[src/rtl/pe_status_cfg_writer_if.sv]
// Valid/ready write channel from the configuration initiator to the PE config network.
interface pe_status_cfg_writer_if #(
  parameter int unsigned ADDR_W = 4,
  parameter int unsigned DATA_W = 16
);
  localparam int unsigned PE_W = 6;

  logic              wr_valid;
  logic              wr_ready;
  logic [PE_W-1:0]   wr_pe_idx;
  logic [ADDR_W-1:0] wr_addr;
  logic [DATA_W-1:0] wr_data;

  modport master (
    output wr_valid,
    output wr_pe_idx,
    output wr_addr,
    output wr_data,
    input  wr_ready
  );

  modport slave (
    input  wr_valid,
    input  wr_pe_idx,
    input  wr_addr,
    input  wr_data,
    output wr_ready
  );
endinterface

[src/rtl/pe_status_cfg_writer.sv]
// Boot-time initiator that programs layer count and packed activation counts
// into the status registers of every PE over a valid/ready write channel.
module pe_status_cfg_writer #(
  parameter int unsigned NUM_PE = 64,
  parameter int unsigned ADDR_W = 4,
  parameter int unsigned DATA_W = 16
) (
  input  logic                  clk,
  input  logic                  rst,
  input  logic                  start,
  input  logic                  abort,
  input  logic [2:0]            cfg_layer_no,
  input  logic [47:0]           cfg_act_no,
  pe_status_cfg_writer_if.master wr,
  output logic                  busy,
  output logic                  done
);
  localparam int unsigned PE_W   = 6;
  localparam int unsigned L_W    = 3;
  localparam int unsigned ACT_W  = 48;
  localparam int unsigned WORD_W = 3;

  typedef enum logic [1:0] {S_IDLE, S_SEND, S_DONE} state_t;

  state_t             state_q, state_d;
  logic [L_W-1:0]     layer_q, layer_d;
  logic [ACT_W-1:0]   act_q, act_d;
  logic [PE_W-1:0]    pe_q, pe_d;
  logic [WORD_W-1:0]  word_q, word_d;
  logic               valid_q, valid_d;
  logic               busy_d, done_d;
  logic [PE_W-1:0]    idx_q, idx_d;
  logic [ADDR_W-1:0]  addr_q, addr_d;
  logic [DATA_W-1:0]  data_q, data_d;
  logic               hs;
  logic               last_word;
  logic               last_pe;

  // Word 0 carries the layer count; word j carries act[2j-1]:act[2j-2].
  function automatic logic [DATA_W-1:0] word_data(input logic [L_W-1:0] layer,
                                                  input logic [ACT_W-1:0] act,
                                                  input logic [WORD_W-1:0] word);
    logic [11:0] pair;
    case (word)
      3'd1:    pair = act[11:0];
      3'd2:    pair = act[23:12];
      3'd3:    pair = act[35:24];
      default: pair = act[47:36];
    endcase
    if (word == 3'd0) return DATA_W'({13'b0, layer});
    return DATA_W'({2'b00, pair[11:6], 2'b00, pair[5:0]});
  endfunction

  function automatic logic [ADDR_W-1:0] word_addr(input logic [WORD_W-1:0] word);
    return ADDR_W'({word, 1'b0});
  endfunction

  assign hs        = valid_q && wr.wr_ready;
  assign last_word = (word_q == ({1'b0, layer_q[2:1]} + 3'd1));
  assign last_pe   = (pe_q == PE_W'(NUM_PE - 1));

  assign wr.wr_valid  = valid_q;
  assign wr.wr_pe_idx = idx_q;
  assign wr.wr_addr   = addr_q;
  assign wr.wr_data   = data_q;

  // State and registered outputs.
  always_ff @(posedge clk or posedge rst) begin
    if (rst) begin
      state_q <= S_IDLE;
      layer_q <= '0;
      act_q   <= '0;
      pe_q    <= '0;
      word_q  <= '0;
      valid_q <= 1'b0;
      busy    <= 1'b0;
      done    <= 1'b0;
      idx_q   <= '0;
      addr_q  <= '0;
      data_q  <= '0;
    end else begin
      state_q <= state_d;
      layer_q <= layer_d;
      act_q   <= act_d;
      pe_q    <= pe_d;
      word_q  <= word_d;
      valid_q <= valid_d;
      busy    <= busy_d;
      done    <= done_d;
      idx_q   <= idx_d;
      addr_q  <= addr_d;
      data_q  <= data_d;
    end
  end

  // Next state and next registered outputs; payload only changes on a handshake.
  always_comb begin
    state_d = state_q;
    layer_d = layer_q;
    act_d   = act_q;
    pe_d    = pe_q;
    word_d  = word_q;
    valid_d = valid_q;
    busy_d  = busy;
    done_d  = 1'b0;
    idx_d   = idx_q;
    addr_d  = addr_q;
    data_d  = data_q;

    case (state_q)
      S_IDLE: begin
        if (start) begin
          state_d = S_SEND;
          layer_d = cfg_layer_no;
          act_d   = cfg_act_no;
          pe_d    = '0;
          word_d  = '0;
          valid_d = 1'b1;
          busy_d  = 1'b1;
          idx_d   = '0;
          addr_d  = '0;
          data_d  = word_data(cfg_layer_no, cfg_act_no, 3'd0);
        end
      end

      S_SEND: begin
        if (abort) begin
          state_d = S_IDLE;
          valid_d = 1'b0;
          busy_d  = 1'b0;
        end else if (hs) begin
          if (last_word && last_pe) begin
            state_d = S_DONE;
            valid_d = 1'b0;
            busy_d  = 1'b0;
            done_d  = 1'b1;
          end else if (last_word) begin
            pe_d   = pe_q + 6'd1;
            word_d = '0;
            idx_d  = pe_q + 6'd1;
            addr_d = '0;
            data_d = word_data(layer_q, act_q, 3'd0);
          end else begin
            word_d = word_q + 3'd1;
            addr_d = word_addr(word_q + 3'd1);
            data_d = word_data(layer_q, act_q, word_q + 3'd1);
          end
        end
      end

      S_DONE: begin
        state_d = S_IDLE;
      end

      default: begin
        state_d = S_IDLE;
        valid_d = 1'b0;
        busy_d  = 1'b0;
      end
    endcase
  end
endmodule

[src/flat_wrapper.sv]
// flat-port wrapper written by rule: the top's interface ports become plain ports
module pe_status_cfg_writer_flat 
#(
  parameter int unsigned NUM_PE = 64,
  parameter int unsigned ADDR_W = 4,
  parameter int unsigned DATA_W = 16
)
  (clk, rst, start, abort, cfg_layer_no, cfg_act_no, busy, done, wr_wr_valid, wr_wr_pe_idx, wr_wr_addr, wr_wr_data, wr_wr_ready);
  pe_status_cfg_writer_if #(.ADDR_W(ADDR_W), .DATA_W(DATA_W)) wr_i ();
  input  logic clk;
  input  logic rst;
  input  logic start;
  input  logic abort;
  input  logic [2:0] cfg_layer_no;
  input  logic [47:0] cfg_act_no;
  output logic busy;
  output logic done;
  output wire logic [$bits(wr_i.wr_valid)-1:0] wr_wr_valid;
  output wire logic [$bits(wr_i.wr_pe_idx)-1:0] wr_wr_pe_idx;
  output wire logic [$bits(wr_i.wr_addr)-1:0] wr_wr_addr;
  output wire logic [$bits(wr_i.wr_data)-1:0] wr_wr_data;
  input wire logic [$bits(wr_i.wr_ready)-1:0] wr_wr_ready;
  assign wr_wr_valid = wr_i.wr_valid;
  assign wr_wr_pe_idx = wr_i.wr_pe_idx;
  assign wr_wr_addr = wr_i.wr_addr;
  assign wr_wr_data = wr_i.wr_data;
  assign wr_i.wr_ready = wr_wr_ready;
  pe_status_cfg_writer #(.NUM_PE(NUM_PE), .ADDR_W(ADDR_W), .DATA_W(DATA_W)) u_core (.clk(clk), .rst(rst), .start(start), .abort(abort), .cfg_layer_no(cfg_layer_no), .cfg_act_no(cfg_act_no), .wr(wr_i), .busy(busy), .done(done));
endmodule
[config.mk]
export PLATFORM = sky130hd
export DESIGN_NAME = pe_status_cfg_writer_flat
export DESIGN_NICKNAME = d
export VERILOG_FILES = /design/src/rtl/pe_status_cfg_writer_if.sv /design/src/rtl/pe_status_cfg_writer.sv /design/src/flat_wrapper.sv
export SDC_FILE = /design/constraint.sdc
export NUM_CORES = 1
export LEC_CHECK = 0
export CAP_MARGIN = 5
export CELL_PAD_IN_SITES_DETAIL_PLACEMENT = 2
export CELL_PAD_IN_SITES_GLOBAL_PLACEMENT = 2
export CORE_MARGIN = 4
export CORE_UTILIZATION = 31
export CTS_CLUSTER_SIZE = 25
export DETAILED_ROUTE_END_ITERATION = 7
export PLACE_DENSITY_LB_ADDON = 0.1
export RECOVER_POWER = 50
export SYNTH_ARGS = -nofsm -noshare
export SYNTH_HDL_FRONTEND = slang
export SYNTH_SLANG_ARGS = --single-unit
[constraint.sdc]
create_clock -name clk -period 5.8 [get_ports clk]
set_clock_uncertainty 0.15 [all_clocks]
set_input_delay 1.45 -clock clk [delete_from_list [all_inputs] [get_ports clk]]
set_output_delay 1.45 -clock clk [all_outputs]
set_load 0.02 [all_outputs]
==> impl_results.md, run 1 <==
- Status: finished clean
- PortBufs: 79
- Worst Hold Class: flip-flop to flip-flop
- Final #Nets: 525
- Hold path depth: 2
- Max Cap Violations: 0
- Final Worst Setup Slack: 1.627 ns
- Footprint of the multi-input gates: 0.001444 sq mm
- Ys async rst share: 1.000
- Initial core utilization: 0.3193
- CP Capture Type: flip-flop
- Syn Area/Cell: 8.977 sq um
- Slew @ Worst Pin: 1.416 ns
- Crit path largest cell delay: 0.63 ns
- Commonest cells post-synth: nand2_1, dfrtp_1, clkbuf_1
- CTS resizes: 0
- Max Buffers Root-to-Sink: 2
- Post-Synth XOR/XNOR Area: 0.01003
- Hold Buf Count CTS: 0
- Final Setup Violations: 0
- Synthesized flop and latch total: 76
- Chip height: 114.1 um
- Startpoint types: primary input
- Cells taking the most area after synthesis: dfrtp_1, nand2_1, a222oi_1
- Post-synth EDFFs: 0
- H-tree levels: 3
- Initial DRT Pass Iterations: 4
- RSZ-0062 raised after global routing: no
- Crit. path cell count: 7
- Final period util: 0.7194
- Mux share of post-synthesis cell area: 0.002866
- RD Place Congestion: 0.7765
- Non-Filler Instances: 607
- Detailed Place HPWL: 7929 um
- Sink Count: 76
- Clk Latency, worst-skew pair: 0.33 ns
- Clock transition at path regs: 0.06 ns
- Filler cell count: 1220
- Crit-path leading delay family: simple AND/OR/NAND/NOR gates
- Drt initial violations: 132
- Root cell of the clock tree: clkbuf_16
- Tmin final: 4.173 ns
- Dpl ws: 1.316 ns
- Primary flip-flop cell chosen by synthesis mapping: dfrtp_1
- First-pass GRT wire length: 17680 um
- Fraction of layout cells with a size suffix above 1: 0.04497
- Max IR drop VDD: 0.1227 mV
- Drt total wl: 10880 um
- Setup tns final: 0 ns
- Rel. slew slack: 0.05500
- I/O pin total: 85
- Fin. max-slew vios: 0
- YS warnings: 0
- Largest net degree at the start of global routing: 56
- Netlist cell types: 41
- Synthesized instance count: 389
- Clock tree from TritonCTS: yes
- LEAKAGE: 0.002250 uW
- Fmax: 239.7 MHz
- Area Overhead vs Synth: 34.43%
- Core Rows: 38
- Post-CTS Setup Inserts: 0
- Tot Pwr: 1740 uW
- Total track usage: 0.1759
- Worst-path fanout max: 55
- Die Width: 114.1 um
- PwrDens: 370.7 mW/mm^2
- Simple-gate area share of the yosys netlist: 0.2418
- Post-synthesis sequential area ratio: 0.5446
- Via density: 5.026
- DR vias: 3051
- Crit-path cells: dlygate4sd3_1 > or3b_1 > buf_4 > and4_1 > a22o_1 > or4_1 > a21oi_1
- Flip-flop and latch area: 0.001902 sq mm
- Initial antenna violation count: 0
- Yosys top cell by area: dfrtp_1
- Compound-gate portion of the synthesized area: 0.1283
- Crit-path slowest cell: or4_1
- CP arrival: 4.27 ns
- Antenna-violating nets left: 0
- Synth top area share: 0.5446
- Main combinational cell family by area after synthesis: simple AND/OR/NAND/NOR gates
- GRT overflow: 0
- Final hold violation count: 0
- Area share of fa/ha/maj cells after synthesis: 0.02508
- WL/cell: 17.93 um
- Cell count after placement: 591
- Die area: 0.01303 sq mm
- Worst Path Required: 5.90 ns
- Crit path kind: primary input to flip-flop
- Number of diodes: 0
- Core Area: 0.01094 sq mm
- DRC viols: 0
- Buf+Inv Stages, Crit Path: 2
- Depth of the worst register-to-register path: 6
- TritonCTS buffer count: 9
- Top-count cell post-synth: nand2_1
- Cell Area, Synth: 0.003492 sq mm
- Vias in the first global route: 3338
==> worst reg2reg max path, delay by kind of cell (launching register included) <==
family | cells | cell delay (ns)
fa+ha+maj | 1 | 0.34
compound gates | 3 | 1.37
simple gates | 1 | 0.57
xor+xnor | 1 | 0.17
flops | 1 | 0.45
==> path summary, 6_finish.rpt <==
check                                  start                   end  slack (ns)
max                                    start        u_core.pe_q[5]        1.63
min                         u_core.act_q[20]      u_core.act_q[20]        0.33
max reg2reg                u_core.layer_q[1]        u_core.pe_q[4]        2.68
min reg2reg                 u_core.act_q[20]      u_core.act_q[20]        0.33
max in group asynchronous                rst      u_core.act_q[20]        2.39
min in group asynchronous                rst  u_core.wr.wr_data[1]        1.83
==> per-stage QoR <==
step / utilization / hold WS, ns / instance area [sq um]
2_1_floorplan: - / 0.2946 / 3507
3_3_place_gp: 0.4006 / 0.3094 / 4380
3_5_place_dp: 0.4006 / 0.3210 / 4380
4_1_cts: 0.4301 / 0.3371 / 4703
5_1_grt: 0.4293 / 0.3530 / 4695
6_report: 0.4293 / 0.3279 / 4695
==> logic make-up after synthesis <==
logic type / count (synthesis)
buf+inv: 33
fa+ha+maj: 7
other cells: 1
simple gates: 207
xor+xnor: 4
flops: 76
mux: 1
compound gates: 60
==> cell usage in the layout (no fill, tap or decap), types with 2 or more instances in the layout <==
master           synthesis  layout
a21o_1                   4       4
a21oi_1                  9       9
a221oi_1                 2       2
a222oi_1                10      10
a22o_1                  10      10
a22oi_1                  2       2
and2_1                   3       3
buf_4                    6       4
clkbuf_16                0       9
clkbuf_8                 0       4
clkdlybuf4s50_1          0      75
conb_1                   1       5
dfrtp_1                 76      76
dlygate4sd3_1            0       4
ha_1                     7       7
inv_1                    7       7
nand2_1                179     179
nand2b_1                 3       3
nand3_1                  3       3
nor2_1                   3       3
nor2b_1                  2       2
nor3_1                   2       2
nor3b_1                  2       2
o21ai_0                 10      10
o31ai_1                  6       6
or3_1                    2       2
or4_1                    3       3
xnor2_1                  2       2
xor2_1                   2       2
==> state kept, by name, indices dropped and copies added (netlist names) <==
name and cells:
u_core.state_q 2, u_core.wr.wr_addr 3, u_core.pe_q 6, u_core.done 1
u_core.wr.wr_data 12, u_core.layer_q 3, u_core.busy 1, u_core.act_q 48
==> power breakdown <==
group / switching (uW) / internal (uW)
sequential: 71.9 / 624
combinational: 266 / 182
clock: 217 / 380
total: 555 / 1190
==> per-layer routing <==
| metal | wire [um] | vias up | track usage |
|---|---|---|---|
| met2 | 5452 | 67 | 0.2881 |
| li1 | - | 1434 | - |
| met1 | 4848 | 1541 | 0.2383 |
| met5 | 0 | - | 0 |
| met4 | 146 | 0 | 0.06413 |
| met3 | 433 | 9 | 0.02431 |
==> area by class of cell <==
type                       instances  area share
timing repair buffer              84      0.1756
clock inverter                     3    0.009062
tap                              140     0.03731
multi-input combinational        284      0.3076
inverter                           7    0.005597
clock buffer                      13     0.05970
sequential                        76      0.4051
Power figures use the tool's default switching activity.
==> run 2, diff against run 1 <==
--- a/config.mk
+++ b/config.mk
@@ -9,7 +9,7 @@
 export CELL_PAD_IN_SITES_DETAIL_PLACEMENT = 2
 export CELL_PAD_IN_SITES_GLOBAL_PLACEMENT = 2
 export CORE_MARGIN = 4
-export CORE_UTILIZATION = 31
+export CORE_UTILIZATION = 29
 export CTS_CLUSTER_SIZE = 25
 export DETAILED_ROUTE_END_ITERATION = 7
 export PLACE_DENSITY_LB_ADDON = 0.1
==> constraint.sdc (replaced) <==
create_clock -name clk -period 4 [get_ports clk]
set_clock_uncertainty 0.15 [all_clocks]
set_input_delay 1 -clock clk [delete_from_list [all_inputs] [get_ports clk]]
set_output_delay 1 -clock clk [all_outputs]
set_load 0.02 [all_outputs]
==> impl_results.md, run 2 (same netlist as run 1, synthesis figures left out) <==
- Status: finished clean (unchanged)
- Total track usage: 0.1722 (was 0.1759)
- Final hold violation count: 0 (unchanged)
- Chip height: 117.7 um (was 114.1 um)
- Clock tree from TritonCTS: yes (unchanged)
- GRT busiest layer: met2 (unchanged)
- First-pass GRT wire length: 18850 um (was 17680 um)
- Via density: 4.961 (was 5.026)
- Number of diodes: 0 (unchanged)
- Setup tns final: 0 ns (unchanged)
- H-tree levels: 3 (unchanged)
- Worst-path fanout max: 23 (was 55)
- Die Width: 117.7 um (was 114.1 um)
- Sink Count: 76 (unchanged)
- Rel. slew slack: 0.3421 (was 0.05500)
- Largest net degree at the start of global routing: 32 (was 56)
- Filler cell count: 1281 (was 1220)
- GRT overflow: 0 (unchanged)
- Max IR drop VDD: 0.1793 mV (was 0.1227 mV)
- Commonest non-fill, non-tap cells in the layout: nand2_1, clkdlybuf4s50_1, dfrtp_1 (was nand2_1, dfrtp_1, clkdlybuf4s50_1)
- Global-route met1 utilization: 0.2104 (was 0.2383)
- Antenna-violating nets left: 0 (unchanged)
- Tot Pwr: 2453 uW (was 1740 uW)
- CP Capture Type: flip-flop (unchanged)
- Vias in the first global route: 3563 (was 3338)
- Final Setup Violations: 0 (unchanged)
- Post-CTS Setup Inserts: 0 (unchanged)
- Fmax: 303.9 MHz
- Leading cell type in the layout, fill and taps excluded: nand2_1 (unchanged)
- Met3 usage: 0.03220 (was 0.02431)
- Final period util: 0.8228
- Clk Latency, worst-skew pair: 0.34 ns (was 0.33 ns)
- Crit path kind: primary input to flip-flop (unchanged)
- Core Rows: 39 (was 38)
- DRC viols: 0 (unchanged)
- Worst Path Required: 4.11 ns (was 5.90 ns)
- Buf+Inv Stages, Crit Path: 3 (was 2)
- Core Util, Final: 0.4056 (was 0.4293)
- Hold Worst Slack: 0.3325 ns (was 0.3279 ns)
- Slew @ Worst Pin: 0.9858 ns (was 1.416 ns)
- Root cell of the clock tree: clkbuf_16 (unchanged)
- Max Buffers Root-to-Sink: 2 (unchanged)
- Initial antenna violation count: 0 (unchanged)
- Startpoint types: primary input (unchanged)
- TritonCTS buffer count: 9 (unchanged)
- Crit-path slowest cell: dlygate4sd3_1 (was or4_1)
- Drt initial violations: 104 (was 132)
- Initial DRT Pass Iterations: 5 (was 4)
- LEAKAGE: 0.002265 uW (was 0.002250 uW)
- Final #Nets: 530 (was 525)
- I/O pin total: 85 (unchanged)
- Die area: 0.01386 sq mm (was 0.01303 sq mm)
- Number of flip-flops under the largest register name: 48 (unchanged)
- Initial core utilization: 0.3007 (was 0.3193)
- Grt met2 use: 0.3033 (was 0.2881)
- Fraction of layout cells with a size suffix above 1: 0.06356 (was 0.04497)
- CP most frequent cell: buf_4
- RD Place Congestion: 0.7662 (was 0.7765)
- Drt total wl: 11150 um (was 10880 um)
- WL/cell: 18.13 um (was 17.93 um)
- Hold Buf Count CTS: 0 (unchanged)
- Crit-path leading delay family: buffers and inverters (was simple AND/OR/NAND/NOR gates)
- Fin. max-slew vios: 0 (unchanged)
- Crit path largest cell delay: 0.56 ns (was 0.63 ns)
- Max Cap Violations: 0 (unchanged)
- Tmin final: 3.291 ns
- DR vias: 3051 (unchanged)
- PwrDens: 520.6 mW/mm^2 (was 370.7 mW/mm^2)
- CTS resizes: 0 (unchanged)
- Biggest register: u_core.act_q (unchanged)
- CP arrival: 3.40 ns (was 4.27 ns)
- Area Overhead vs Synth: 34.90% (was 34.43%)
- PortBufs: 79 (unchanged)
- Worst Hold Class: flip-flop to flip-flop (unchanged)
- Clock transition at path regs: 0.06 ns (about the same)
- Core Area: 0.01161 sq mm (was 0.01094 sq mm)
- Crit-path cells: dlygate4sd3_1 > or3b_2 > buf_4 > a22o_1 > buf_4 > or3_1 > a21oi_1 (was dlygate4sd3_1 > or3b_1 > buf_4 > and4_1 > a22o_1 > or4_1 > a21oi_1)
- Detailed Place HPWL: 8336 um (was 7929 um)
- RSZ-0062 raised after global routing: no (unchanged)
==> run 2: cell count changes in the layout (fill, tap and decap cells not counted), sizes merged <==
cell / previous run / this run
buf: 4 / 8
clkdlybuf4s50: 75 / 77
clkinv: 1 / 3
dlygate4sd3: 4 / 2
bufinv: 1 / 0
==> run 2: metal layers <==
metal / part of all wire / wire [um]
met5: 0 / 0
met4: 0.017 / 193
met3: 0.043 / 483
met2: 0.51 / 5709
met1: 0.43 / 4761
==> run 2: report_power, final <==
| part | leakage [uW] | internal (uW) | switching [uW] |
|---|---|---|---|
| clock network | 0.000144 | 468 | 319 |
| logic | 0.00115 | 272 | 382 |
| registers | 0.000968 | 905 | 107 |
| total | 0.00226 | 1640 | 808 |
==> run 2: final timing paths <==
kind,slack (ns),cells past startpoint,end,from
max,0.71,7,u_core.pe_q[4],start
min in group asynchronous,1.18,2,u_core.act_q[43],rst
max in group asynchronous,1.27,3,u_core.act_q[16],rst
max reg2reg,0.95,7,u_core.wr.wr_data[5],u_core.wr.wr_addr[1]
min,0.33,2,u_core.act_q[7],u_core.act_q[7]
min reg2reg,0.33,2,u_core.act_q[7],u_core.act_q[7]
==> run 2: stage by stage <==
stage | cell area (sq um) | worst slack [ns] | instances
3_5_place_dp | 4427 | 0.4419 | 599
2_1_floorplan | 3507 | 0.9117 | 393
3_3_place_gp | 4427 | 0.4677 | 599
4_1_cts | 4716 | 0.7716 | 615
6_report | 4711 | 0.7089 | 615
5_1_grt | 4711 | 0.5630 | 615
==> run 2: final cells by class <==
class / count / area [sq um] / share of cell area
sequential: 76 / 1902 / 0.4037
inverter: 7 / 26.28 / 0.005578
timing repair buffer: 89 / 860.8 / 0.1827
multi-input combinational: 284 / 1454 / 0.3086
clock inverter: 4 / 22.52 / 0.004781
tap: 143 / 178.9 / 0.03798
clock buffer: 12 / 266.5 / 0.05657
==> run 2: worst reg2reg max path, delay by kind of cell (launching register included) <==
family	cells	cell delay (ns)
buffers and inverters	1	0.26
XOR/XNOR	1	0.55
flip-flops	1	0.49
adder cells (fa/ha/maj)	1	0.29
AO/OA/AOI/OAI	3	1.08
AND/OR/NAND/NOR	1	0.12
==> run 3, diff against run 2 <==
--- a/config.mk
+++ b/config.mk
@@ -9,7 +9,7 @@
 export CELL_PAD_IN_SITES_DETAIL_PLACEMENT = 2
 export CELL_PAD_IN_SITES_GLOBAL_PLACEMENT = 2
 export CORE_MARGIN = 4
-export CORE_UTILIZATION = 29
+export CORE_UTILIZATION = 26
 export CTS_CLUSTER_SIZE = 25
 export DETAILED_ROUTE_END_ITERATION = 7
 export PLACE_DENSITY_LB_ADDON = 0.1
==> constraint.sdc (replaced) <==
create_clock -name clk -period 2.85 [get_ports clk]
set_clock_uncertainty 0.15 [all_clocks]
set_input_delay 0.7125 -clock clk [delete_from_list [all_inputs] [get_ports clk]]
set_output_delay 0.7125 -clock clk [all_outputs]
set_load 0.02 [all_outputs]
==> impl_results.md, run 3 (same netlist as run 1, synthesis figures left out) <==
- Status: finished clean (unchanged)
- Max Buffers Root-to-Sink: 2 (unchanged)
- Sink Count: 76 (unchanged)
- H-tree levels: 3 (unchanged)
- GRT busiest layer: met2 (unchanged)
- Depth of the worst register-to-register path: 8 (was 7)
- I/O pin total: 85 (unchanged)
- Fin. max-slew vios: 0 (unchanged)
- CTS resizes: 0 (unchanged)
- Leading cell type in the layout, fill and taps excluded: nand2_1 (unchanged)
- Antenna-violating nets left: 0 (unchanged)
- R2r setup slk: 0.31 ns (was 0.95 ns)
- Hold Startpoint: u_core.act_q[41] (was u_core.act_q[7])
- Vias in the first global route: 3445 (was 3563)
- R2r endpoint: u_core.pe_q[5] (was u_core.wr.wr_data[5])
- Chip height: 123.9 um (was 117.7 um)
- PortBufs: 79 (unchanged)
- Initial core utilization: 0.2648 (was 0.3007)
- DRC viols: 0 (unchanged)
- Hold Crit Endpoint: u_core.act_q[41] (was u_core.act_q[7])
- Final Setup Violations: 0 (unchanged)
- Final hold violation count: 0 (unchanged)
- Drt total wl: 10980 um (was 11150 um)
- Initial DRT Pass Iterations: 7 (was 5)
- Global-route met1 utilization: 0.1834 (was 0.2104)
- Largest net degree at the start of global routing: 57 (was 32)
- Final #Nets: 536 (was 530)
- Tot Pwr: 3576 uW (was 2453 uW)
- Number of diodes: 0 (unchanged)
- Fraction of layout cells with a size suffix above 1: 0.06904 (was 0.06356)
- Grt met2 use: 0.2805 (was 0.3033)
- Met3 usage: 0.02316 (was 0.03220)
- RD Place Congestion: 0.7214 (was 0.7662)
- Die Width: 123.9 um (was 117.7 um)
- Core Rows: 42 (was 39)
- Root cell of the clock tree: clkbuf_16 (unchanged)
- Post-CTS Setup Inserts: 0 (unchanged)
- Clk Latency, worst-skew pair: 0.34 ns (about the same)
- DR vias: 3030 (was 3051)
- WL/cell: 16.79 um (was 18.13 um)
- RSZ-0062 raised after global routing: no (unchanged)
- Crit path kind: primary input to flip-flop (unchanged)
- Fmax: 373.0 MHz
- Max IR drop VDD: 0.2670 mV (was 0.1793 mV)
- Core Area: 0.01319 sq mm (was 0.01161 sq mm)
- Hold Buf Count CTS: 0 (unchanged)
- Worst Hold Class: flip-flop to flip-flop (unchanged)
- Drt initial violations: 119 (was 104)
- Reg2reg start: u_core.layer_q[1] (was u_core.wr.wr_addr[1])
- Clock transition at path regs: 0.06 ns (about the same)
- Detailed Place HPWL: 7902 um (was 8336 um)
- Hold path depth: 2 (unchanged)
- Tmin final: 2.681 ns
- Hold Worst Slack: 0.3259 ns (was 0.3325 ns)
- Via density: 4.633 (was 4.961)
- Number of flip-flops under the largest register name: 48 (unchanged)
- Startpoint types: primary input (unchanged)
- LEAKAGE: 0.002305 uW (was 0.002265 uW)
- Biggest register: u_core.act_q (unchanged)
- TritonCTS buffer count: 9 (unchanged)
- Total track usage: 0.1540 (was 0.1722)
- Dpl cell area: 0.004533 sq mm (was 0.004427 sq mm)
- Max Cap Violations: 0 (unchanged)
- Slew @ Worst Pin: 0.9230 ns (was 0.9858 ns)
- CP Capture Type: flip-flop (unchanged)
- Worst-path fanout max: 6 (was 23)
- Area Overhead vs Synth: 38.45% (was 34.90%)
- Worst Path Required: 2.96 ns (was 4.11 ns)
- CP arrival: 2.79 ns (was 3.40 ns)
- Initial antenna violation count: 0 (unchanged)
- Die area: 0.01535 sq mm (was 0.01386 sq mm)
- Commonest non-fill, non-tap cells in the layout: nand2_1, clkdlybuf4s50_1, dfrtp_1, buf_4 (was nand2_1, clkdlybuf4s50_1, dfrtp_1)
- Filler cell count: 1489 (was 1281)
- Core Util, Final: 0.3665 (was 0.4056)
- Final period util: 0.9407
- GRT overflow: 0 (unchanged)
- First-pass GRT wire length: 17940 um (was 18850 um)
- Clock tree from TritonCTS: yes (unchanged)
- Rel. slew slack: 0.3846 (was 0.3421)
- Final instance area: 0.004835 sq mm (was 0.004711 sq mm)
- PwrDens: 739.6 mW/mm^2 (was 520.6 mW/mm^2)
run 3: area by class of cell:
class                   instances  area [sq um]  share of cell area
flip-flops and latches         76          1902              0.3934
multi-input cells             284          1449              0.2997
repair buffers                 95         914.6              0.1892
clock buffers                  13         280.3             0.05797
well taps                     176         220.2             0.04555
clock inverters                 3         42.54            0.008799
inverters                       7         26.28            0.005435
run 3: per-stage QoR:
step                      cells  TNS [ns]  setup WS [ns]
after global routing        654         0        0.03063
after floorplan             393         0        0.04917
after CTS                   654         0         0.1720
final                       654         0         0.1689
after detailed placement    638    -1.053        -0.1725
after global placement      638   -0.3460       -0.09778
run 3: metal layers:
metal | up-vias | wire length, um | share of wire
met5 | - | 0 | 0
met4 | 0 | 154 | 0.014
met3 | 11 | 338 | 0.031
met2 | 60 | 5810 | 0.53
met1 | 1504 | 4679 | 0.43
li1 | 1455 | - | -
run 3: worst max path at each step:
stage / endpoint / from / slack, ns
after floorplan: u_core.act_q[0] / rst / 0.05
after global placement: u_core.pe_q[5] / start / -0.1
after detailed placement: u_core.pe_q[5] / start / -0.17
final: u_core.pe_q[5] / start / 0.17
after CTS: u_core.pe_q[5] / start / 0.17
after global routing: u_core.pe_q[3] / start / 0.03
run 3: critical path, cell delays in order:
cell and delay (ns):
clkdlybuf4s50_1 0.49, or3b_1 0.41, and4_1 0.21, a22o_1 0.27, or4_1 0.52, a21oi_1 0.17
run 3: report_power, final:
part	total, uW	switching (uW)	internal (uW)
clock network	1220	452	773
logic	942	531	411
registers	1410	139	1270
total	3580	1120	2450
